<file path="config.mk">
export PLATFORM = sky130hd
export DESIGN_NAME = vai_master_flat
export DESIGN_NICKNAME = d
export VERILOG_FILES = /design/src/rtl/vai_master_if.sv /design/src/rtl/vai_master.sv /design/src/flat_wrapper.sv
export SDC_FILE = /design/constraint.sdc
export NUM_CORES = 1
export LEC_CHECK = 0
export CELL_PAD_IN_SITES_DETAIL_PLACEMENT = 0
export CELL_PAD_IN_SITES_GLOBAL_PLACEMENT = 1
export CORE_MARGIN = 3
export CORE_UTILIZATION = 36
export DETAILED_ROUTE_END_ITERATION = 10
export HOLD_SLACK_MARGIN = 0.03
export PLACE_DENSITY_LB_ADDON = 0.1
export SETUP_SLACK_MARGIN = 0.5
export SYNTH_ARGS = -nofsm -noshare
export SYNTH_HDL_FRONTEND = slang
export SYNTH_SLANG_ARGS = --single-unit
</file>
<file path="constraint.sdc">
create_clock -name Clk_i -period 1.7 [get_ports Clk_i]
set_input_delay 0.255 -clock Clk_i [delete_from_list [all_inputs] [get_ports Clk_i]]
set_output_delay 0.255 -clock Clk_i [all_outputs]
set_load 0.02 [all_outputs]
</file>
<file path="src/rtl/vai_master_if.sv">
// rtl/vai_master_if.sv - controller request/response and VAI stream signals of vai_master
interface vai_master_if;
    logic       ReqValid_i;
    logic       ReqWrite_i;
    logic [3:0] ReqAddr_i;
    logic [7:0] ReqData_i;
    logic       ReqAccept_o;
    logic       RespValid_o;
    logic [7:0] RespData_o;
    logic       RespError_o;
    logic       RespTimeout_o;
    logic       RespAccept_i;
    logic [7:0] Dout_o;
    logic       DoutValid_o;
    logic       DoutStart_o;
    logic       DoutStop_o;
    logic       DoutAccept_i;
    logic [7:0] Din_i;
    logic       DinValid_i;
    logic       DinStart_i;
    logic       DinStop_i;
    logic       DinAccept_o;

    modport master (
        input  ReqValid_i, ReqWrite_i, ReqAddr_i, ReqData_i, RespAccept_i,
               DoutAccept_i, Din_i, DinValid_i, DinStart_i, DinStop_i,
        output ReqAccept_o, RespValid_o, RespData_o, RespError_o, RespTimeout_o,
               Dout_o, DoutValid_o, DoutStart_o, DoutStop_o, DinAccept_o
    );

    modport slave (
        output ReqValid_i, ReqWrite_i, ReqAddr_i, ReqData_i, RespAccept_i,
               DoutAccept_i, Din_i, DinValid_i, DinStart_i, DinStop_i,
        input  ReqAccept_o, RespValid_o, RespData_o, RespError_o, RespTimeout_o,
               Dout_o, DoutValid_o, DoutStart_o, DoutStop_o, DinAccept_o
    );
endinterface

</file>
<file path="src/rtl/vai_master.sv">
// rtl/vai_master.sv - single-outstanding VAI request master with response collection and timeout
module vai_master #(
    parameter int TIMEOUT = 255
) (
    input  logic         Clk_i,
    input  logic         Reset_n_i,
    vai_master_if.master vai
);
    localparam int CW = (TIMEOUT < 2) ? 1 : $clog2(TIMEOUT + 1);
    localparam logic [CW-1:0] CNT_LAST = CW'((TIMEOUT > 0) ? TIMEOUT - 1 : 0);

    typedef enum logic [2:0] {
        S_IDLE, S_SEND_HEADER, S_SEND_DATA, S_GET_HEADER, S_GET_DATA, S_GET_FOOTER, S_DONE
    } state_t;

    state_t          r_state;
    state_t          w_next;
    logic [3:0]      r_addr;
    logic            r_write;
    logic [7:0]      r_wdata;
    logic [7:0]      r_rdata;
    logic            r_slv_err;
    logic            r_frm_err;
    logic            r_tmo;
    logic [CW-1:0]   r_cnt;

    logic [7:0]      w_hdr;
    logic            w_in_get;
    logic            w_tmo_hit;
    logic            w_err;

    assign w_hdr     = {r_addr, 3'b000, r_write};
    assign w_in_get  = (r_state == S_GET_HEADER) || (r_state == S_GET_DATA) || (r_state == S_GET_FOOTER);
    // Counts consecutive waiting cycles; an arriving beat wins over an expiring count.
    assign w_tmo_hit = (TIMEOUT > 0) && w_in_get && !vai.DinValid_i && (r_cnt == CNT_LAST);
    assign w_err     = r_slv_err | r_frm_err | r_tmo;

    always_ff @(posedge Clk_i or negedge Reset_n_i) begin
        if (!Reset_n_i) r_state <= S_IDLE;
        else            r_state <= w_next;
    end

    always_comb begin
        w_next = r_state;
        case (r_state)
            S_IDLE:        if (vai.ReqValid_i) w_next = S_SEND_HEADER;
            S_SEND_HEADER: if (vai.DoutAccept_i) w_next = r_write ? S_SEND_DATA : S_GET_HEADER;
            S_SEND_DATA:   if (vai.DoutAccept_i) w_next = S_GET_HEADER;
            S_GET_HEADER: begin
                if (vai.DinValid_i) begin
                    if (vai.DinStart_i) w_next = r_write ? S_GET_FOOTER : S_GET_DATA;
                end else if (w_tmo_hit) w_next = S_DONE;
            end
            S_GET_DATA: begin
                if (vai.DinValid_i) begin
                    if (vai.DinStop_i)        w_next = S_DONE;
                    else if (!vai.DinStart_i) w_next = S_GET_FOOTER;
                end else if (w_tmo_hit) w_next = S_DONE;
            end
            S_GET_FOOTER: begin
                if (vai.DinValid_i) begin
                    if (vai.DinStop_i) w_next = S_DONE;
                end else if (w_tmo_hit) w_next = S_DONE;
            end
            S_DONE:        if (vai.RespAccept_i) w_next = S_IDLE;
            default:       w_next = S_IDLE;
        endcase
    end

    always_ff @(posedge Clk_i or negedge Reset_n_i) begin
        if (!Reset_n_i) begin
            r_addr    <= '0;
            r_write   <= 1'b0;
            r_wdata   <= '0;
            r_rdata   <= '0;
            r_slv_err <= 1'b0;
            r_frm_err <= 1'b0;
            r_tmo     <= 1'b0;
            r_cnt     <= '0;
        end else begin
            if ((TIMEOUT > 0) && w_in_get && !vai.DinValid_i) r_cnt <= r_cnt + CW'(1);
            else                                             r_cnt <= '0;
            if (w_tmo_hit) r_tmo <= 1'b1;
            case (r_state)
                S_IDLE: begin
                    if (vai.ReqValid_i) begin
                        r_addr    <= vai.ReqAddr_i;
                        r_write   <= vai.ReqWrite_i;
                        r_wdata   <= vai.ReqData_i;
                        r_rdata   <= '0;
                        r_slv_err <= 1'b0;
                        r_frm_err <= 1'b0;
                        r_tmo     <= 1'b0;
                    end
                end
                S_GET_HEADER: begin
                    if (vai.DinValid_i && (!vai.DinStart_i || (vai.Din_i != w_hdr))) r_frm_err <= 1'b1;
                end
                S_GET_DATA: begin
                    if (vai.DinValid_i) begin
                        // A premature Stop still carries the slave's footer status.
                        if (vai.DinStop_i) begin
                            r_frm_err <= 1'b1;
                            r_slv_err <= vai.Din_i[0];
                        end else if (!vai.DinStart_i) r_rdata <= vai.Din_i;
                        else                          r_frm_err <= 1'b1;
                    end
                end
                S_GET_FOOTER: begin
                    if (vai.DinValid_i) begin
                        if (vai.DinStop_i) r_slv_err <= vai.Din_i[0];
                        else               r_frm_err <= 1'b1;
                    end
                end
                default: ;
            endcase
        end
    end

    assign vai.ReqAccept_o   = (r_state == S_IDLE);
    assign vai.DoutValid_o   = (r_state == S_SEND_HEADER) || (r_state == S_SEND_DATA);
    assign vai.DoutStart_o   = (r_state == S_SEND_HEADER);
    assign vai.DoutStop_o    = ((r_state == S_SEND_HEADER) && !r_write) || (r_state == S_SEND_DATA);
    assign vai.Dout_o        = (r_state == S_SEND_HEADER) ? w_hdr :
                               (r_state == S_SEND_DATA)   ? r_wdata : 8'h00;
    assign vai.DinAccept_o   = w_in_get;
    assign vai.RespValid_o   = (r_state == S_DONE);
    assign vai.RespError_o   = (r_state == S_DONE) && w_err;
    assign vai.RespTimeout_o = (r_state == S_DONE) && r_tmo;
    assign vai.RespData_o    = ((r_state == S_DONE) && !r_write && !w_err) ? r_rdata : 8'h00;
endmodule
</file>
<file path="src/flat_wrapper.sv">
// flat-port wrapper written by rule: the top's interface ports become plain ports
module vai_master_flat 
#(
    parameter int TIMEOUT = 255
)
  (Clk_i, Reset_n_i, vai_ReqValid_i, vai_ReqWrite_i, vai_ReqAddr_i, vai_ReqData_i, vai_RespAccept_i, vai_DoutAccept_i, vai_Din_i, vai_DinValid_i, vai_DinStart_i, vai_DinStop_i, vai_ReqAccept_o, vai_RespValid_o, vai_RespData_o, vai_RespError_o, vai_RespTimeout_o, vai_Dout_o, vai_DoutValid_o, vai_DoutStart_o, vai_DoutStop_o, vai_DinAccept_o);
  vai_master_if vai_i ();
  input  logic Clk_i;
  input  logic Reset_n_i;
  input wire logic [$bits(vai_i.ReqValid_i)-1:0] vai_ReqValid_i;
  input wire logic [$bits(vai_i.ReqWrite_i)-1:0] vai_ReqWrite_i;
  input wire logic [$bits(vai_i.ReqAddr_i)-1:0] vai_ReqAddr_i;
  input wire logic [$bits(vai_i.ReqData_i)-1:0] vai_ReqData_i;
  input wire logic [$bits(vai_i.RespAccept_i)-1:0] vai_RespAccept_i;
  input wire logic [$bits(vai_i.DoutAccept_i)-1:0] vai_DoutAccept_i;
  input wire logic [$bits(vai_i.Din_i)-1:0] vai_Din_i;
  input wire logic [$bits(vai_i.DinValid_i)-1:0] vai_DinValid_i;
  input wire logic [$bits(vai_i.DinStart_i)-1:0] vai_DinStart_i;
  input wire logic [$bits(vai_i.DinStop_i)-1:0] vai_DinStop_i;
  output wire logic [$bits(vai_i.ReqAccept_o)-1:0] vai_ReqAccept_o;
  output wire logic [$bits(vai_i.RespValid_o)-1:0] vai_RespValid_o;
  output wire logic [$bits(vai_i.RespData_o)-1:0] vai_RespData_o;
  output wire logic [$bits(vai_i.RespError_o)-1:0] vai_RespError_o;
  output wire logic [$bits(vai_i.RespTimeout_o)-1:0] vai_RespTimeout_o;
  output wire logic [$bits(vai_i.Dout_o)-1:0] vai_Dout_o;
  output wire logic [$bits(vai_i.DoutValid_o)-1:0] vai_DoutValid_o;
  output wire logic [$bits(vai_i.DoutStart_o)-1:0] vai_DoutStart_o;
  output wire logic [$bits(vai_i.DoutStop_o)-1:0] vai_DoutStop_o;
  output wire logic [$bits(vai_i.DinAccept_o)-1:0] vai_DinAccept_o;
  assign vai_i.ReqValid_i = vai_ReqValid_i;
  assign vai_i.ReqWrite_i = vai_ReqWrite_i;
  assign vai_i.ReqAddr_i = vai_ReqAddr_i;
  assign vai_i.ReqData_i = vai_ReqData_i;
  assign vai_i.RespAccept_i = vai_RespAccept_i;
  assign vai_i.DoutAccept_i = vai_DoutAccept_i;
  assign vai_i.Din_i = vai_Din_i;
  assign vai_i.DinValid_i = vai_DinValid_i;
  assign vai_i.DinStart_i = vai_DinStart_i;
  assign vai_i.DinStop_i = vai_DinStop_i;
  assign vai_ReqAccept_o = vai_i.ReqAccept_o;
  assign vai_RespValid_o = vai_i.RespValid_o;
  assign vai_RespData_o = vai_i.RespData_o;
  assign vai_RespError_o = vai_i.RespError_o;
  assign vai_RespTimeout_o = vai_i.RespTimeout_o;
  assign vai_Dout_o = vai_i.Dout_o;
  assign vai_DoutValid_o = vai_i.DoutValid_o;
  assign vai_DoutStart_o = vai_i.DoutStart_o;
  assign vai_DoutStop_o = vai_i.DoutStop_o;
  assign vai_DinAccept_o = vai_i.DinAccept_o;
  vai_master #(.TIMEOUT(TIMEOUT)) u_core (.Clk_i(Clk_i), .Reset_n_i(Reset_n_i), .vai(vai_i));
endmodule
</file>
==> flow_summary.ini, run 1 <==
[run_status]
outcome = complete, but fails checks
violations_in_the_final_reports = setup timing

[yosys]
synthDominantAreaCellType = sky130_fd_sc_hd__dfrtp_1
mappedNetlistNets = 248
share_of_cell_area_taken_by_muxes_after_synthesis = 0.07783
synth_compound_gate_area_share = 0.1340
synth.area.top_cells = sky130_fd_sc_hd__dfrtp_1, sky130_fd_sc_hd__nor2_1, sky130_fd_sc_hd__mux2_1
post_synth_instance_area_um2 = 2026
synthSimpleGateAreaFrac = 0.2458
post_synth_fa_ha_maj_area_fraction = 0.01235
synth.top_cell.area_share = 0.4324
synthesis.area_per_instance_um2 = 9.335
synth_xor_xnor_area_share = 0.04756
synth.ff_latch_count = 35
synth_top_family_by_area = simple AND/OR/NAND/NOR gates
synthFlopType = sky130_fd_sc_hd__dfrtp_1
yosys_warnings = 0
async_reset_ff_frac = 1.000
edff_count_synth = 0
seq_area_frac_synth = 0.4324
synthDistinctLibCells = 44
synth_cells = 217

[timing]
setup_total_negative_slack_ps = -2527
final_hold_viol_count = 0
grt_setup_unrepaired = yes
layout_worst_path_cycle_share = 1.109
setup_viol_count_final = 28
final.min_clock_period_ps = 1885
timing_worst_slew_pin_value_ps = 634.2
report.final.slew_viol_count = 0
fin_ws_ps = -185.3
relSlewSlack = 0.5759
max_freq_ghz = 0.5304
skew_ps = 5.578

[detailed_routing]
routed_length_on_met2_um = 3427
met1_length_um = 2792
wire_per_inst_um = 16.75
dr.first_iter.drc_count = 90
number_of_routed_nets_with_antenna_violations = 0
firstDrtPassIters = 4
wl_met3_um = 330
remaining_routing_drc_violations = 0
dr.max_layer_used = met4
wl_um = 6651
count_of_vias_placed_by_the_detailed_router = 2030
viasPerCell = 5.113

[clock_network]
ctsRootBufferMaster = sky130_fd_sc_hd__clkbuf_8
hold_buffers = 0
tritoncts_clock_tree = yes
cts.reportedPaths.clkPinSlew_ps = 80
clock_insertion_delay_worst_skew_ps = 290
cts_max_level = 2
clock_sink_count = 35
clock_tree.buffer_depth = 2
cts_inserted_buffers = 5

[power]
total_power_mw = 6.161
leakage_nw = 1.761
vdd.ir_drop.worst_v = 0.0009690
pwr_density_cell_nw_per_um2 = 1581

[placed_design]
total_placed_instance_area_um2 = 2953
detailedPlace.worstSlack_ps = -424.3
portbufs = 52
detailed_place_hpwl_um = 3836
gp_congestion = 0.7631

[global_routing]
grt_max_degree = 16
grtUsageTotal = 0.2121
first_pass_grt_wire_length_um = 10610
grt_antenna_before_repair = 0
grt-ovfl-total = 0
vias_in_the_first_global_route = 2110

[layout]
syn2layout_area_growth_pct = 92.34
num_antenna_cells = 0
final_net_count = 357
num-fill-cells = 389
design_area_um2 = 3896
drive_above_1_share = 0.5963
sequential_cell_area_um2 = 879.6
multiInputGateArea_um2 = 1529

[critical_path]
logic_depth_of_the_worst_register_to_register_path = 9
critPathKind = reg2out
worst-endpoint-required_ps = 1440
worst_setup_path_start_kind = flip-flop
critical_path_fanout_max = 2
crit_end_element = output pin
crit_arrival_ps = 1630

[die]
floorplan.die_area_um2 = 6563
die_y_um = 81.01
fp.coreArea_um2 = 5270
ioPinCount = 53
die_w_um = 81.01
floorplan.initialDensity = 0.3844
floorplan.rows = 26

[worst_hold_path]
worst_min_path_class = in2async

[run]
cap_violations = 0
## layout make-up
class | count | share of cell area
multi-input combinational | 163 | 0.3924
inverter | 5 | 0.004817
timing repair buffer | 116 | 0.3256
sequential | 35 | 0.2258
clock inverter | 3 | 0.01124
tap | 70 | 0.02248
clock buffer | 5 | 0.01766
## stage by stage
step | cells | hold slack, ps | util
final | 397 | 356.3 | 0.7393
after global routing | 397 | 370.6 | 0.7393
after CTS | 393 | 359.5 | 0.6937
after detailed placement | 361 | 470.1 | 0.5603
after global placement | 361 | 462.3 | 0.5603
after floorplan | 217 | -40.59 | -
## cells by family (layout without fill, tap and decap cells)
family / after synthesis / count (layout)
and+or+nand+nor: 93 / 93
AOI/OAI and AO/OA: 43 / 43
DFF: 35 / 35
buffers and inverters: 19 / 129
muxes: 14 / 14
xor gates and xnor gates: 11 / 11
adders and majority gates: 2 / 2
## placed cells by master (no fill, tap or decap), drive strengths merged, types with 2 or more instances in the layout
| master | count |
|---|---|
| nor3b | 4 |
| buf | 86 |
| clkdlybuf4s50 | 24 |
| nand3b | 3 |
| a21oi | 6 |
| and3 | 4 |
| clkbuf | 5 |
| clkinv | 2 |
| a21o | 2 |
| nor3 | 4 |
| nor2 | 27 |
| and2 | 10 |
| nand2b | 5 |
| nand3 | 6 |
| xor2 | 6 |
| nand2 | 22 |
| dfrtp | 35 |
| nor2b | 3 |
| inv | 5 |
| xnor2 | 5 |
| dlygate4sd2 | 4 |
| o21ai | 19 |
| ha | 2 |
| a22oi | 6 |
| mux2 | 14 |
| bufbuf | 2 |
## metal layers
metal	global-route usage	vias to the layer above
met4	0.07432	0
met5	0	-
met1	0.2734	1003
li1	-	966
met2	0.3481	52
met3	0.04989	9
## worst max-delay path, cell delays in order (launching register included)
cell	delay, ps
sky130_fd_sc_hd__dfrtp_1	390
sky130_fd_sc_hd__or3_4	410
sky130_fd_sc_hd__buf_4	140
sky130_fd_sc_hd__buf_4	120
sky130_fd_sc_hd__and3_4	170
sky130_fd_sc_hd__buf_6	120
## worst paths after layout
path / start / to / slack [ps]
worst max-delay path: u_core.r_slv_err / vai_RespError_o / -190
worst min-delay path: Reset_n_i / u_core.r_state[0] / 360
worst max register to register: u_core.r_state[0] / u_core.r_state[0] / -80
worst min register to register: u_core.r_rdata[5] / u_core.r_rdata[5] / 480
max in group asynchronous: Reset_n_i / u_core.r_addr[1] / 840
min in group Clk_i: vai_Din_i[1] / u_core.r_rdata[1] / 380
## cells in the mapped netlist, drive strengths merged (2+ instances only)
cell	number
dfrtp	35
nor2	27
nand2	22
o21ai	19
buf	14
mux2	14
and2	10
a21oi	6
a22oi	6
nand3	6
xor2	6
inv	5
nand2b	5
xnor2	5
and3	4
nor3	4
nor3b	4
nand3b	3
nor2b	3
a21o	2
ha	2
## repair_timing
action,CTS,global route
gates resized for setup,236,48
setup buffers,19,4
endpoints found under the setup margin,59,59
cloned,5,0
pin swaps,49,28
## registers in the layout (all words and copies together) (netlist names)
register          count
u_core.r_cnt          8
u_core.r_rdata        8
u_core.r_wdata        8
u_core.r_addr         4
u_core.r_state        3
u_core.r_frm_err      1
u_core.r_slv_err      1
u_core.r_tmo          1
u_core.r_write        1
## where the power goes
| group | internal, mW | switching, mW |
|---|---|---|
| clock | 0.437 | 0.326 |
| combinational | 2.28 | 1.78 |
| sequential | 1.09 | 0.240 |
Power figures use the tool's default switching activity.
==> run 2, diff against run 1 <==
--- a/config.mk
+++ b/config.mk
@@ -9,10 +9,13 @@
 export CELL_PAD_IN_SITES_GLOBAL_PLACEMENT = 1
 export CORE_MARGIN = 3
 export CORE_UTILIZATION = 36
+export CTS_CLUSTER_SIZE = 14
 export DETAILED_ROUTE_END_ITERATION = 10
+export GPL_TIMING_DRIVEN = 0
 export HOLD_SLACK_MARGIN = 0.03
 export PLACE_DENSITY_LB_ADDON = 0.1
 export SETUP_SLACK_MARGIN = 0.5
+export SKIP_CTS_REPAIR_TIMING = 1
 export SYNTH_ARGS = -nofsm -noshare
 export SYNTH_HDL_FRONTEND = slang
 export SYNTH_SLANG_ARGS = --single-unit
==> run 2 against run 1 <==
The flow still finishes with violations (setup timing). Wire length shrank 18%. Combinational power shrank 31%. Die area is the same. First-iteration DRC count grew 30%. Cell count shrank 6.0%. Critical path type unchanged.
==> flow_summary.ini, run 2 (synthesis gave the netlist of run 1 again) <==
[power]
vdd.ir_drop.worst_v = 0.0009474
clock_power_share = 0.158
p_int_mw = 3.058
leakage_nw = 1.447
power.sequential.fraction = 0.273
switching_share = 0.3827
pwr_density_cell_nw_per_um2 = 1511
net-switching-power_mw = 1.896
combinationalPowerShare = 0.569

[detailed_routing]
wire_per_inst_um = 14.69
remaining_routing_drc_violations = 0
wl_um = 5478
firstDrtPassIters = 4
number_of_routed_nets_with_antenna_violations = 0
count_of_vias_placed_by_the_detailed_router = 1869
viasPerCell = 5.011
dr.first_iter.drc_count = 117

[die]
die_w_um = 81.01
floorplan.rows = 26
floorplan.initialDensity = 0.3844
ioPinCount = 53
floorplan.die_area_um2 = 6563
die_y_um = 81.01
fp.coreArea_um2 = 5270

[critical_path]
crit_arrival_ps = 1750
crit_end_element = output pin
critPathKind = reg2out
worst_setup_path_start_kind = flip-flop
cells_traversed_along_the_worst_timing_path = buf_6 > nor2b_4 > buf_6 > nand2_4 > nor3_4 > buf_6 > and2_4 > buf_6
setup.reg_to_reg.worst_slack_ps = -150
r2r_path_end = u_core.r_frm_err
crit-reg2reg-launch = u_core.r_state[0]
worst-endpoint-required_ps = 1440
worst_path_most_repeated_cell = sky130_fd_sc_hd__buf_6
worst_path_max_delay_cell = sky130_fd_sc_hd__dfrtp_2
critical_path_fanout_max = 5
critical_path.max_stage_delay_ps = 460
logic_depth_of_the_worst_register_to_register_path = 9

[clock_network]
cts_inserted_buffers = 5
clock_tree.buffer_depth = 2
ctsRootBufferMaster = sky130_fd_sc_hd__clkbuf_8
cts_max_level = 2
clock_insertion_delay_worst_skew_ps = 290
clock_sink_count = 35
cts.reportedPaths.clkPinSlew_ps = 70
tritoncts_clock_tree = yes

[timing]
report.final.slew_viol_count = 0
setup_viol_count_final = 29
skew_ps = 3.449
grt_setup_unrepaired = yes
relSlewSlack = 0.4594
layout_worst_path_cycle_share = 1.180
timing_worst_slew_pin_value_ps = 810.9
max_freq_ghz = 0.4985
final.min_clock_period_ps = 2006
fin_ws_ps = -306.0
final_hold_viol_count = 0
fin_hold_ws_ps = 59.60

[layout]
sequential_cell_area_um2 = 879.6
biggestRegsByFlops = u_core.r_cnt x8, u_core.r_rdata x8, u_core.r_wdata x8
num_antenna_cells = 0
top_library_cells_by_usage_in_the_layout_fill_and_taps_aside = sky130_fd_sc_hd__dfrtp_1, sky130_fd_sc_hd__buf_6, sky130_fd_sc_hd__buf_4, sky130_fd_sc_hd__clkdlybuf4s50_1, sky130_fd_sc_hd__nand2_1
final_net_count = 333
multiInputGateArea_um2 = 1287
drive_above_1_share = 0.4422
design_area_um2 = 3278
num-fill-cells = 467
syn2layout_area_growth_pct = 61.83
final_cell_count_no_fill = 373
final_util = 0.6220
layout_commonest_cell = sky130_fd_sc_hd__dfrtp_1

[global_routing]
first_pass_grt_wire_length_um = 8473
grt_max_degree = 36
grt_util_met1 = 0.2324
grt_most_used_layer = met2
vias_in_the_first_global_route = 1687
grt-ovfl-total = 0
grtUsageTotal = 0.1680
gr-usage-met3 = 0.04435
grt_antenna_before_repair = 0
use_met2 = 0.2570

[run_status]
violations_in_the_final_reports = setup timing
outcome = complete, but fails checks

[placed_design]
placed_instance_count = 339
detailedPlace.worstSlack_ps = -641.1
gp_congestion = 0.7420
portbufs = 52
detailed_place_hpwl_um = 3668
total_placed_instance_area_um2 = 2750

[run]
cap_violations = 0

[worst_hold_path]
worst_min_path_class = in2async
run 2: changes by cell type in the layout (fill, tap and decap cells not counted), sizes merged:
cell	before	now
buf	86	64
dlygate4sd2	4	0
clkdlybuf4s50	24	27
bufbuf	2	0
clkbuf	5	7
clkinv	2	1
run 2: final cells by class:
class                           count  area share
Multi-Input combinational cell    163      0.3927
Sequential cell                    35      0.2683
Timing Repair Buffer               78      0.2263
Buffer                             14     0.04427
Tap cell                           70     0.02672
Clock buffer                        6     0.02519
Clock inverter                      2     0.01069
Inverter                            5    0.005725
run 2: how the worst max path moves through the flow:
stage                              endpoint  cells after the start              start
after detailed placement  vai_RespData_o[7]                      7  u_core.r_state[1]
after CTS                 vai_RespData_o[7]                      7  u_core.r_state[1]
after global routing      vai_RespData_o[0]                      8  u_core.r_state[0]
after global placement    vai_RespData_o[4]                      7  u_core.r_state[1]
after floorplan              vai_DoutStop_o                      6  u_core.r_state[1]
final                     vai_RespData_o[0]                      8  u_core.r_state[0]
run 2: worst max-delay path, delay by kind of cell (launching register included):
kind	cells	cell delay, ps
DFF	1	460
buffers and inverters	4	510
and+or+nand+nor	4	480
run 2: per-layer routing:
| layer | part of all wire | routed length (um) | vias to the layer above |
|---|---|---|---|
| li1 | - | - | 920 |
| met1 | 0.45 | 2457 | 888 |
| met2 | 0.47 | 2571 | 57 |
| met3 | 0.071 | 388 | 4 |
| met4 | 0.011 | 61 | 0 |
| met5 | 0 | 0 | - |
run 2: power by group through the flow:
stage	registers, mW	logic, mW	clock network, mW
2_1_floorplan	1.29	1.50	0
3_3_place_gp	1.35	2.14	0
3_5_place_dp	1.36	2.14	0
4_1_cts	1.34	2.15	0.812
5_1_grt	1.39	3.04	0.846
6_report	1.35	2.82	0.784
run 2: per-stage QoR:
step | setup TNS [ps] | power (mW)
after floorplan | 0 | 2.787
after global placement | -30870 | 3.498
after detailed placement | -12730 | 3.501
after CTS | -17680 | 4.311
after global routing | -7995 | 5.279
final | -4992 | 4.954
